## config.mk

```make
export PLATFORM = sky130hd
export DESIGN_NAME = bp_burst_to_wormhole
export DESIGN_NICKNAME = d
export VERILOG_FILES = /design/src/rtl/bp_me_pkg.sv /design/src/rtl/bsg_parallel_in_serial_out.sv /design/src/rtl/bp_burst_to_wormhole.sv
export SDC_FILE = /design/constraint.sdc
export NUM_CORES = 1
export LEC_CHECK = 0
export ABC_AREA = 0
export BUFFER_PORTS_ARGS = -buffer_cell sky130_fd_sc_hd__buf_2
export CORE_MARGIN = 2
export CORE_UTILIZATION = 55
export CTS_BUF_LIST = sky130_fd_sc_hd__clkbuf_4 sky130_fd_sc_hd__clkbuf_8
export DETAILED_ROUTE_END_ITERATION = 12
export PLACE_DENSITY = 0.83
export SETUP_SLACK_MARGIN = 0.4
export SYNTH_ARGS = -nofsm -noshare
export SYNTH_HDL_FRONTEND = slang
export SYNTH_HIERARCHICAL = 1
export SYNTH_SLANG_ARGS = --single-unit
export TNS_END_PERCENT = 10
```

## constraint.sdc

```tcl
create_clock -name clk_i -period 3.1 [get_ports clk_i]
set_input_delay 0.62 -clock clk_i [delete_from_list [all_inputs] [get_ports clk_i]]
set_output_delay 0.62 -clock clk_i [all_outputs]
set_load 0.005 [all_outputs]
```

## src/rtl/bp_me_pkg.sv

```systemverilog
// Shared BedRock ME types for the burst/wormhole converters.
// Holds the converter state encoding.
package bp_me_pkg;

  typedef enum logic [1:0] {
    e_ready,
    e_hdr,
    e_data
  } bp_me_state_e;

endpackage

```

## src/rtl/bsg_parallel_in_serial_out.sv

```systemverilog
// One-entry parallel-in serial-out buffer, LSB flit first.
// Ports: clk_i, reset_i; valid_i/data_i/ready_and_o in;
// valid_o/data_o/last_o/yumi_i out (yumi only while valid_o).
module bsg_parallel_in_serial_out #(
  parameter int width_p = 64,
  parameter int els_p   = 8
) (
  input  logic                       clk_i,
  input  logic                       reset_i,
  input  logic                       valid_i,
  input  logic [els_p*width_p-1:0]   data_i,
  output logic                       ready_and_o,
  output logic                       valid_o,
  output logic [width_p-1:0]         data_o,
  output logic                       last_o,
  input  logic                       yumi_i
);

  localparam int cw_lp = (els_p > 1) ? $clog2(els_p) : 1;

  logic                     full_q, full_d;
  logic [els_p*width_p-1:0] data_q, data_d;
  logic [cw_lp-1:0]         cnt_q, cnt_d;

  assign last_o  = full_q & (cnt_q == cw_lp'(els_p - 1));
  // Refill in the same cycle the final flit leaves.
  assign ready_and_o = ~full_q | (yumi_i & last_o);
  assign valid_o = full_q;
  assign data_o  = data_q[width_p-1:0];

  always_comb begin
    full_d = full_q;
    data_d = data_q;
    cnt_d  = cnt_q;
    if (yumi_i & full_q) begin
      if (last_o) begin
        full_d = 1'b0;
        cnt_d  = '0;
      end else begin
        cnt_d  = cnt_q + cw_lp'(1);
        data_d = data_q >> width_p;
      end
    end
    if (valid_i & ready_and_o) begin
      full_d = 1'b1;
      cnt_d  = '0;
      data_d = data_i;
    end
  end

  always_ff @(posedge clk_i or posedge reset_i) begin
    if (reset_i) begin
      full_q <= 1'b0;
      data_q <= '0;
      cnt_q  <= '0;
    end else begin
      full_q <= full_d;
      data_q <= data_d;
      cnt_q  <= cnt_d;
    end
  end

endmodule

```

## src/rtl/bp_burst_to_wormhole.sv

```systemverilog
// BedRock Burst to wormhole flit converter (header then data).
// Ports: pr_hdr_*, pr_data_*, pr_last_i in; link_* out.
module bp_burst_to_wormhole
  import bp_me_pkg::*;
#(
  parameter int flit_width_p    = 64,
  parameter int cord_width_p    = 0,
  parameter int len_width_p     = 8,
  parameter int cid_width_p     = 0,
  parameter int pr_hdr_width_p  = 56,
  parameter int pr_data_width_p = 64,
  parameter int hdr_width_p =
    cord_width_p + len_width_p + cid_width_p + pr_hdr_width_p
) (
  input  logic                       clk_i,
  input  logic                       reset_i,
  input  logic [hdr_width_p-1:0]     pr_hdr_i,
  input  logic                       pr_hdr_v_i,
  output logic                       pr_hdr_ready_and_o,
  input  logic                       pr_has_data_i,
  input  logic [pr_data_width_p-1:0] pr_data_i,
  input  logic                       pr_data_v_i,
  output logic                       pr_data_ready_and_o,
  input  logic                       pr_last_i,
  output logic [flit_width_p-1:0]    link_data_o,
  output logic                       link_v_o,
  input  logic                       link_ready_and_i
);

  localparam bit wide_lp    = (pr_data_width_p >= flit_width_p);
  localparam int hdr_len_lp = hdr_width_p / flit_width_p;
  localparam int hcw_lp     = (hdr_len_lp > 1) ? $clog2(hdr_len_lp) : 1;

  if ((hdr_width_p % flit_width_p) != 0
      || (wide_lp ? (pr_data_width_p % flit_width_p)
                  : (flit_width_p % pr_data_width_p)) != 0)
  begin : g_bad_cfg
    $fatal(1, "bp_burst_to_wormhole: unsupported widths");
  end

  bp_me_state_e state_q, state_d;

  logic [hdr_width_p-1:0]  hdr_q, hdr_d;
  logic [hcw_lp-1:0]       hcnt_q, hcnt_d;
  logic                    has_data_q, has_data_d;
  logic                    last_q, last_d;
  logic [len_width_p-1:0]  fcnt_q, len_q;

  logic                    in_data;
  logic                    dv, dlast, dready;
  logic [flit_width_p-1:0] dflit;
  logic                    data_yumi, data_hs;
  logic                    link_hs, end_msg;

  assign in_data   = (state_q == e_data);
  assign data_yumi = in_data & dv & link_ready_and_i;
  // Once the last beat is inside, hold off the next message's beats.
  assign pr_data_ready_and_o = in_data & ~last_q & dready;
  assign data_hs = pr_data_v_i & pr_data_ready_and_o;
  assign link_hs = link_v_o & link_ready_and_i;
  assign end_msg = link_hs & (state_d == e_ready);

  if (wide_lp) begin : g_wide
    localparam int data_len_lp = pr_data_width_p / flit_width_p;

    bsg_parallel_in_serial_out #(
      .width_p (flit_width_p),
      .els_p   (data_len_lp)
    ) u_piso (
      .clk_i       (clk_i),
      .reset_i     (reset_i),
      .valid_i     (pr_data_v_i & in_data & ~last_q),
      .data_i      (pr_data_i),
      .ready_and_o (dready),
      .valid_o     (dv),
      .data_o      (dflit),
      .last_o      (dlast),
      .yumi_i      (data_yumi)
    );
  end else begin : g_narrow
    localparam int els_lp = flit_width_p / pr_data_width_p;
    localparam int scw_lp = (els_lp > 1) ? $clog2(els_lp) : 1;

    logic [flit_width_p-1:0] flit_q, flit_d;
    logic [scw_lp-1:0]       slot_q, slot_d;
    logic                    fv_q, fv_d;

    assign dv     = fv_q;
    assign dflit  = flit_q;
    assign dlast  = 1'b1;
    assign dready = ~fv_q | link_ready_and_i;

    always_comb begin
      flit_d = flit_q;
      slot_d = slot_q;
      fv_d   = fv_q;
      if (data_yumi) begin
        fv_d = 1'b0;
      end
      if (data_hs) begin
        // Slot 0 starts a fresh flit so unfilled slots read zero.
        if (slot_q == '0) begin
          flit_d = '0;
        end
        flit_d[slot_q*pr_data_width_p +: pr_data_width_p] = pr_data_i;
        if (slot_q == scw_lp'(els_lp - 1) || pr_last_i) begin
          fv_d   = 1'b1;
          slot_d = '0;
        end else begin
          slot_d = slot_q + scw_lp'(1);
        end
      end
    end

    always_ff @(posedge clk_i or posedge reset_i) begin
      if (reset_i) begin
        flit_q <= '0;
        slot_q <= '0;
        fv_q   <= 1'b0;
      end else begin
        flit_q <= flit_d;
        slot_q <= slot_d;
        fv_q   <= fv_d;
      end
    end
  end

  always_comb begin
    state_d    = state_q;
    hdr_d      = hdr_q;
    hcnt_d     = hcnt_q;
    has_data_d = has_data_q;
    last_d     = last_q;
    pr_hdr_ready_and_o = 1'b0;
    link_v_o    = 1'b0;
    link_data_o = '0;
    unique case (state_q)
      e_ready: begin
        pr_hdr_ready_and_o = 1'b1;
        if (pr_hdr_v_i) begin
          hdr_d      = pr_hdr_i;
          has_data_d = pr_has_data_i;
          hcnt_d     = '0;
          last_d     = 1'b0;
          state_d    = e_hdr;
        end
      end
      e_hdr: begin
        link_v_o    = 1'b1;
        link_data_o = hdr_q[flit_width_p-1:0];
        if (link_ready_and_i) begin
          hdr_d  = hdr_q >> flit_width_p;
          hcnt_d = hcnt_q + hcw_lp'(1);
          if (hcnt_q == hcw_lp'(hdr_len_lp - 1)) begin
            state_d = has_data_q ? e_data : e_ready;
          end
        end
      end
      e_data: begin
        link_v_o    = dv;
        link_data_o = dflit;
        if (data_hs & pr_last_i) begin
          last_d = 1'b1;
        end
        if (data_yumi & dlast & last_q) begin
          last_d  = 1'b0;
          state_d = e_ready;
        end
      end
      default: state_d = e_ready;
    endcase
  end

  always_ff @(posedge clk_i or posedge reset_i) begin
    if (reset_i) begin
      state_q    <= e_ready;
      hdr_q      <= '0;
      hcnt_q     <= '0;
      has_data_q <= 1'b0;
      last_q     <= 1'b0;
      fcnt_q     <= '0;
      len_q      <= '0;
    end else begin
      state_q    <= state_d;
      hdr_q      <= hdr_d;
      hcnt_q     <= hcnt_d;
      has_data_q <= has_data_d;
      last_q     <= last_d;
      if (pr_hdr_v_i & pr_hdr_ready_and_o) begin
        fcnt_q <= '0;
        len_q  <= pr_hdr_i[cord_width_p +: len_width_p];
      end else if (link_hs) begin
        fcnt_q <= fcnt_q + len_width_p'(1);
      end
    end
  end

  // The len field is trusted, not computed; flag a header that lies.
  always_ff @(posedge clk_i) begin
    if (!reset_i && end_msg) begin
      assert (fcnt_q == len_q);
    end
  end

endmodule

```

==> results.md <==
- Outcome: complete, no violations
- DR vias/cell: around 6.2
- VDD IR max: about 400 uV
- Die Y: about 120 um
- Post-DP HPWL: between 10000 and 15000 um
- Number of fill cells: 1082
- Initial antenna violation count: 0
- Via count: roughly 7000
- Die area: approximately 0.014 mm^2
- Synth area leaders: dfrtp_1, a22oi_1, a21oi_1
- Final net count: ~1100
- CTS tree: done
- Post-synth EDFFs: 0
- Flops & latches, synth: around 140
- Ant. Diodes: 0
- Final Power: ~7600 uW
- CTS root buf: clkbuf_8
- Crit-path max FO: 33
- Maxcap violations: 0
- PD cells: 849 mW/mm^2
- RSZ-0062 raised after global routing: true
- Worst-skew pair later-pin latency: about 0.46 ns
- Setup TNS: 0 ns
- Critical path startpoint category: register
- Reg area: ~0.0034 mm^2
- Gp weighted congestion: approximately 0.83
- Starting density of the core: 55.9%
- Largest net degree at the start of global routing: 79
- Hold_buf cts: 0
- Aggregate global-route resource usage: slightly above 30%
- Number of CTS-inserted buffers: 17
- CP Capture Type: output pin
- Final number of hold-violating endpoints: 0
- Main flop type after synthesis: dfrtp_1
- Vias in the first global route: 6814
- CTS sink count: 135
- Post-route clock period utilization: approximately 87%
- Residual DRC: 0
- GRT overflow: 0
- Library cells used by synthesis: 37
- Worst hold path type: primary input to async pin
- Final setup violation count: 0
- Drt initial violations: just over 800
- Rows: 42
- CTS max path bufs: 2
- Worst Setup Path Type: register to output pin
- Synth Warn #: 6
- Fmax: 371 MHz
- Placeable core area: 0.0132 mm^2
- Global-route wire length before repair: 34600 um
- Syn Nets: about 960
- Fraction of layout cells with a size suffix above 1: 31.4%
- Syn Area/Cell: roughly 9 um^2
- Leakage: approximately 0.004 uW
- Ys async rst share: 100%
- Num ports: approximately 200
- Multi-input logic area: roughly 0.0034 mm^2
- Pre-antenna DRT Iters: 6
- Worst EP arrival: approximately 2.1 ns
- Port bufs: approximately 200
- Final wirelength: 22300 um
- Commonest non-fill, non-tap cell in the layout: buf_2
- Min Tclk post-route: ~2.7 ns
- Rel. slew slack: about a quarter
- Worst-path clk slew: around 0.080 ns
- WP data required: ~2.5 ns
- Cells after synthesis: a little over 800
- Most frequent cells in the layout: buf_2, dfrtp_1, a21oi_1, o21ai_0, nor2b_1
- Area Growth Syn to Fin: 20.8%
- Hold Worst Slack: just under 0.2 ns
- H-tree lvl count: 4
- Measured slew at the worst slew-check pin: about 1.1 ns
- WL per Instance: between 15 and 20 um
- Final Max Slew Viols: 0
- Routed Antenna Nets: 0
- Chip Width: around 120 um
- Clk_skew: 0.0107 ns
- Top cell type's share of synthesized area: 45.8%
- Sequential area share after synthesis: 45.8%
- Area of the mapped netlist: ~0.0074 mm^2
- Biggest area consumer among synthesized cells: dfrtp_1
[cell usage after synthesis, drive strengths merged (30+ instances only)]
master	count
a22oi	64
buf	50
clkbuf	43
inv	46
a221oi	30
nor2b	68
nor2	62
nand3	58
o21ai	95
a21oi	93
a211oi	34
dfrtp	135
[worst max-delay path: stages, from the launching register on]
cell and delay, ns:
dfrtp_1 0.43, inv_1 0.18, ha_2 0.24, buf_6 0.28, a22oi_1 0.14, nor2b_1 0.19
buf_2 0.15
[path summary, 6_finish.rpt]
kind                                        start                              endpoint  slack (ns)  cells after the start
min                                       reset_i  g_wide.u_piso/data_o[12]$_DFFE_PP0P_        0.20                      2
min in group clk_i                  pr_has_data_i                has_data_q$_DFFE_PP0P_        0.39                      3
max                        state_q[1]$_DFFE_PP0P_                       link_data_o[54]        0.41                      6
max in group asynchronous                 reset_i                  hdr_q[1]$_DFFE_PP0P_        2.16                      3
min reg2reg                has_data_q$_DFFE_PP0P_                has_data_q$_DFFE_PP0P_        0.52                      2
max reg2reg                state_q[1]$_DFFE_PP0P_                 hdr_q[58]$_DFFE_PP0P_        0.63                      7
[kinds of logic after synthesis]
kind of cell,synth area share (%)
fa+ha+maj,0.509
compound gates,29.0
flops,45.8
simple gates,15.6
mux,0.441
buf+inv,8.58
[where the power goes]
group | internal [uW] | switching, uW
registers | 2350 | 374
logic | 1390 | 1950
clock network | 810 | 681
total | 4560 | 3010
[what timing repair did]
| item | 4_1_cts | 5_1_grt |
|---|---|---|
| gates cloned | 0 | 1 |
| gates resized for setup | 4 | 8 |
| buffers inserted | 0 | 4 |
| setup endpoints to repair | 42 | 41 |
| pin swaps | 0 | 2 |
[cell type report]
| class | count | share of cell area (%) |
|---|---|---|
| clock buffer | 24 | 3.43 |
| clock inverter | 8 | 1.08 |
| inverter | 46 | 1.95 |
| multi-input combinational | 544 | 38.3 |
| sequential | 135 | 37.9 |
| tap | 176 | 2.47 |
| timing repair buffer | 229 | 14.9 |
[sequential cells by signal, indices dropped and copies added (netlist names)]
name                   cells
g_wide.u_piso/data_o      64
hdr_q                     64
state_q                    2
g_wide.u_piso/cnt_q        1
g_wide.u_piso/valid_o      1
has_data_q                 1
hcnt_q                     1
last_q                     1
[per-stage QoR]
stage               util (%)  setup slack, ns  instance area [um^2]  std cells
floorplan                  -            0.657                  7370        818
global placement        63.7            0.657                  8400       1125
detailed placement      63.7            0.551                  8400       1125
CTS                     66.8            0.298                  8810       1157
global route            67.6            0.343                  8910       1162
finish                  67.6            0.408                  8910       1162
[metal layers]
metal / share of wire (%) / vias up / global-route usage [%]
met2: 48 / 441 / 47.1
met3: 9.0 / 57 / 7.37
met5: 0 / - / 0
met1: 40 / 3449 / 42.2
li1: - / 3221 / -
met4: 2.7 / 0 / 12.1
Note: power is estimated with default switching activity, not from simulation.
